### src/rtl/loadable_updown_modn_counter.sv
// Loadable up/down modulo-MODULUS counter with wrap/saturate select,
// terminal-count flag, wrap pulse + saturating wrap counter, and bad-load flag.
module loadable_updown_modn_counter #(
  parameter int WIDTH      = 4,
  parameter int MODULUS    = 12,
  parameter int WRAP_CNT_W = 8
) (
  input  logic                  clock,
  input  logic                  reset,
  input  logic                  enable,
  input  logic                  load,
  input  logic                  mode,
  input  logic                  sat_mode,
  input  logic [WIDTH-1:0]      data_in,
  output logic [WIDTH-1:0]      data_out,
  output logic                  tc,
  output logic                  wrap_pulse,
  output logic [WRAP_CNT_W-1:0] wrap_count,
  output logic                  load_err
);

  localparam logic [WIDTH-1:0] TOP = WIDTH'(MODULUS - 1);

  // Widened compare so MODULUS == 2**WIDTH can never flag an error.
  logic load_oor;
  assign load_oor = {1'b0, data_in} >= (WIDTH+1)'(MODULUS);

  assign tc = mode ? (data_out == TOP) : (data_out == '0);

  always_ff @(posedge clock) begin
    if (!reset) begin
      data_out   <= '0;
      wrap_pulse <= 1'b0;
      wrap_count <= '0;
      load_err   <= 1'b0;
    end else if (load) begin
      data_out   <= load_oor ? TOP : data_in;
      load_err   <= load_oor;
      wrap_pulse <= 1'b0;
    end else if (enable) begin
      load_err <= 1'b0;
      if (tc) begin
        // At terminal: saturate holds, wrap jumps to the opposite end.
        if (sat_mode) begin
          wrap_pulse <= 1'b0;
        end else begin
          data_out   <= mode ? '0 : TOP;
          wrap_pulse <= 1'b1;
          if (wrap_count != '1)
            wrap_count <= wrap_count + WRAP_CNT_W'(1);
        end
      end else begin
        data_out   <= mode ? data_out + WIDTH'(1) : data_out - WIDTH'(1);
        wrap_pulse <= 1'b0;
      end
    end else begin
      wrap_pulse <= 1'b0;
      load_err   <= 1'b0;
    end
  end

endmodule

### config.mk
export PLATFORM = sky130hd
export DESIGN_NAME = loadable_updown_modn_counter
export DESIGN_NICKNAME = d
export VERILOG_FILES = /design/src/rtl/loadable_updown_modn_counter.sv
export SDC_FILE = /design/constraint.sdc
export NUM_CORES = 1
export LEC_CHECK = 0
export CAP_MARGIN = 20
export CELL_PAD_IN_SITES_DETAIL_PLACEMENT = 0
export CELL_PAD_IN_SITES_GLOBAL_PLACEMENT = 1
export CORE_MARGIN = 1
export CORE_UTILIZATION = 34
export DETAILED_ROUTE_END_ITERATION = 10
export HOLD_SLACK_MARGIN = 0.12
export PLACE_DENSITY_LB_ADDON = 0.1
export SLEW_MARGIN = 20
export SYNTH_ARGS = -nofsm -noshare
export SYNTH_HDL_FRONTEND = slang
export SYNTH_SLANG_ARGS = --single-unit
### constraint.sdc
create_clock -name clock -period 1.95 [get_ports clock]
set_input_delay 0.195 -clock clock [delete_from_list [all_inputs] [get_ports clock]]
set_output_delay 0.195 -clock clock [all_outputs]
set_load 0.02 [all_outputs]
==> impl_metrics.csv <==
group,metric,value,unit
job,maxCapViolations,0,
placed_design,port_buffers,24,
layout,n_antenna_cell,0,
sta,tightest_slew,404,ps
synth,ys.flop_type,"dfxtp_1",
power,vdd_drop_max,0.000376,V
cts,cts_hold_buf,0,
cts,numCtsBuffers,3,
placed_design,pre_cts_ws,-225,ps
floorplanning,pin_count,25,
layout,multiInputGateArea,568,um^2
floorplanning,die_h,52.7,um
synth,synth_seq_cells,14,
sta,skew,4.63,ps
floorplanning,core.rowCount,18,
synth,netlist_instances,102,
power,power.density,549,nW/um^2
critical_path,required,1750,ps
placed_design,gp_congestion,0.732,
layout,fill_cells,242,
detailed_routing,avgRoutedWirePerCell,13.2,um
layout,final_area,1310,um^2
cts,clock_latency,290,ps
global_routing,grt_pass1_wl,3.59,mm
power,power,0.717,mW
synth,async_flop_share,0,%
sta,hold_slack,503,ps
floorplanning,die_w,52.7,um
layout,area_delta_synth_final,49.4,%
detailed_routing,drt.antenna.violating_nets,0,
critical_path,critPathLaunchType,"input pin",
cts,clockRootBuffer,"clkbuf_4",
detailed_routing,vias,897,
min_path,hp-class,"register to register",
floorplanning,placeableCoreArea,2450,um^2
global_routing,grt_usage,17.9,%
synth,synth_top_area_cell,"dfxtp_1",
synth,synth_top_area_share,32.0,%
synth,synth_area_per_cell,8.57,um^2
detailed_routing,drc_errors,0,
synth,syn_nets,116,
sta,period_share,95.0,%
critical_path,crit_path_cell_trace,"clkdlybuf4s50_1, buf_4, nor4_4, o21a_1, dlygate4sd2_1",
synth,synth_edf_count,0,
synth,ys_types,40,
cts,cts_sinks,14,
detailed_routing,drt-initial-drc-count,12,
global_routing,gr-total-overflow,0,
critical_path,slowest_stage,"clkdlybuf4s50_1",
critical_path,critPathMaxFanout,4,
floorplanning,dieArea,2780,um^2
detailed_routing,wirelength,2.23,mm
sta,slew_viol_final,0,
cts,clockBufferDepth,2,
synth,ys_seq_area_share,32.0,%
sta,setup_viol,0,
placed_design,dpl.hpwl,1.74,mm
placed_design,postPlaceCellArea,1250,um^2
detailed_routing,via_per_inst,5.31,
critical_path,slowest_delay,460,ps
global_routing,grt_pass1_vias,832,
sta,grt_setup_unrepaired,"false",
synth,syn_area,875,um^2
critical_path,path_class,"input pin to output port",
critical_path,cp-end-kind,"output port",
global_routing,antenna_found_initial,0,
power,leakage,0.481,nW
global_routing,grt_max_degree,12,
layout,drive_above_1_share,17.3,%
sta,timing.final.ws_setup,97.9,ps
run_status,outcome,"complete, no violations",
synth,ys_warn_count,0,
layout,fin_nets,154,
detailed_routing,drtPass1Iterations,4,
sta,max_freq,540,MHz
cts,cts-htree-levels,1,
cts,clk_pin_slew,90,ps
layout,seq_area,282,um^2
synth,synth_area_leaders,"dfxtp_1 (32%), a21oi_1 (6.3%), ha_1 (4.3%)",
sta,hold_violations,0,
sta,slew_headroom,72.9,%
cts,cts_tree,"built",
floorplanning,start_util,35.6,%
critical_path,worstPathArrival,1660,ps
sta,period_needed,1850,ps
==> power by group <==
| group | switching (mW) | internal [mW] |
|---|---|---|
| combinational | 0.0874 | 0.0982 |
| clock | 0.105 | 0.114 |
| sequential | 0.0173 | 0.296 |
| total | 0.210 | 0.508 |
==> cells by family after synthesis <==
kind of cell	count (synthesis)	share of synthesized area, %
XOR/XNOR	1	1.00
AO/OA/AOI/OAI	37	32.3
adder cells (fa/ha/maj)	4	6.58
AND/OR/NAND/NOR	34	22.9
buffers and inverters	12	5.15
flip-flops	14	32.0
==> registers in the layout, summed over array words and instances, names as in the netlist <==
register	cells
wrap_pulse	1
data_out	4
load_err	1
wrap_count	8
==> cell type report <==
class,count,area share (%)
multi-input combinational,76,43.5
timing repair buffer,38,27.3
sequential,14,21.6
tap,30,2.87
inverter,7,2.01
clock buffer,4,2.78
==> repair_timing <==
item | CTS | global route
resized for setup | 2 | 3
endpoints found under the setup margin | 1 | 5
pin swaps | 1 | 2
setup buffers | 0 | 0
==> final timing paths <==
check	from	to	slack (ps)	depth (start not counted)
worst max register to register	wrap_count[0]$_SDFFE_PN0P_	wrap_count[3]$_SDFFE_PN0P_	180	5
worst min-delay path	wrap_count[4]$_SDFFE_PN0P_	wrap_count[4]$_SDFFE_PN0P_	500	1
worst min register to register	wrap_count[4]$_SDFFE_PN0P_	wrap_count[4]$_SDFFE_PN0P_	500	1
worst max-delay path	mode	tc	100	5
==> synth_stat cells, types with 2 or more instances <==
master,instances
clkbuf_1,5
o21bai_1,2
ha_1,3
dfxtp_1,14
o31ai_1,5
or4_1,2
o21ai_0,2
nand3_1,3
and2_1,3
or3_1,2
a21oi_1,11
and3_1,2
o21a_1,2
and4_1,2
o211ai_1,2
nor2_1,6
nand2_1,7
inv_1,7
==> stage by stage <==
| stage | setup TNS (ps) | cells | util, % |
|---|---|---|---|
| after floorplan | 0 | 102 | - |
| after global placement | -509 | 165 | 51.0 |
| after detailed placement | -1030 | 165 | 51.0 |
| after CTS | 0 | 169 | 52.4 |
| after global routing | 0 | 169 | 53.2 |
| final | 0 | 169 | 53.2 |
==> layout by cell type, fill, tap and decap left out, types with 2 or more instances in the layout <==
cell type and n:
nand3_1 3, and4_1 2, nand2_1 7, dfxtp_1 13, or4_1 2, o31ai_1 5, a21oi_1 10, o211ai_1 2
buf_4 13, o21ai_0 2, nor2_1 6, o21a_1 2, or3_1 2, clkdlybuf4s50_1 23, and3_1 2, and2_1 2
ha_1 2, inv_1 7, o21bai_1 2, clkbuf_4 3
==> worst max-delay path: cells and delay by family <==
kind | cells | cell delay (ps)
buffers and inverters | 3 | 960
AO/OA/AOI/OAI | 1 | 200
AND/OR/NAND/NOR | 1 | 300
==> metal layers <==
metal	vias up	GRT usage (%)	routed length (um)
met3	2	3.77	91
met2	17	31.6	1140
li1	463	-	-
met4	0	8.33	14
met5	-	0	0
met1	415	20.1	986
Power figures use the tool's default switching activity.
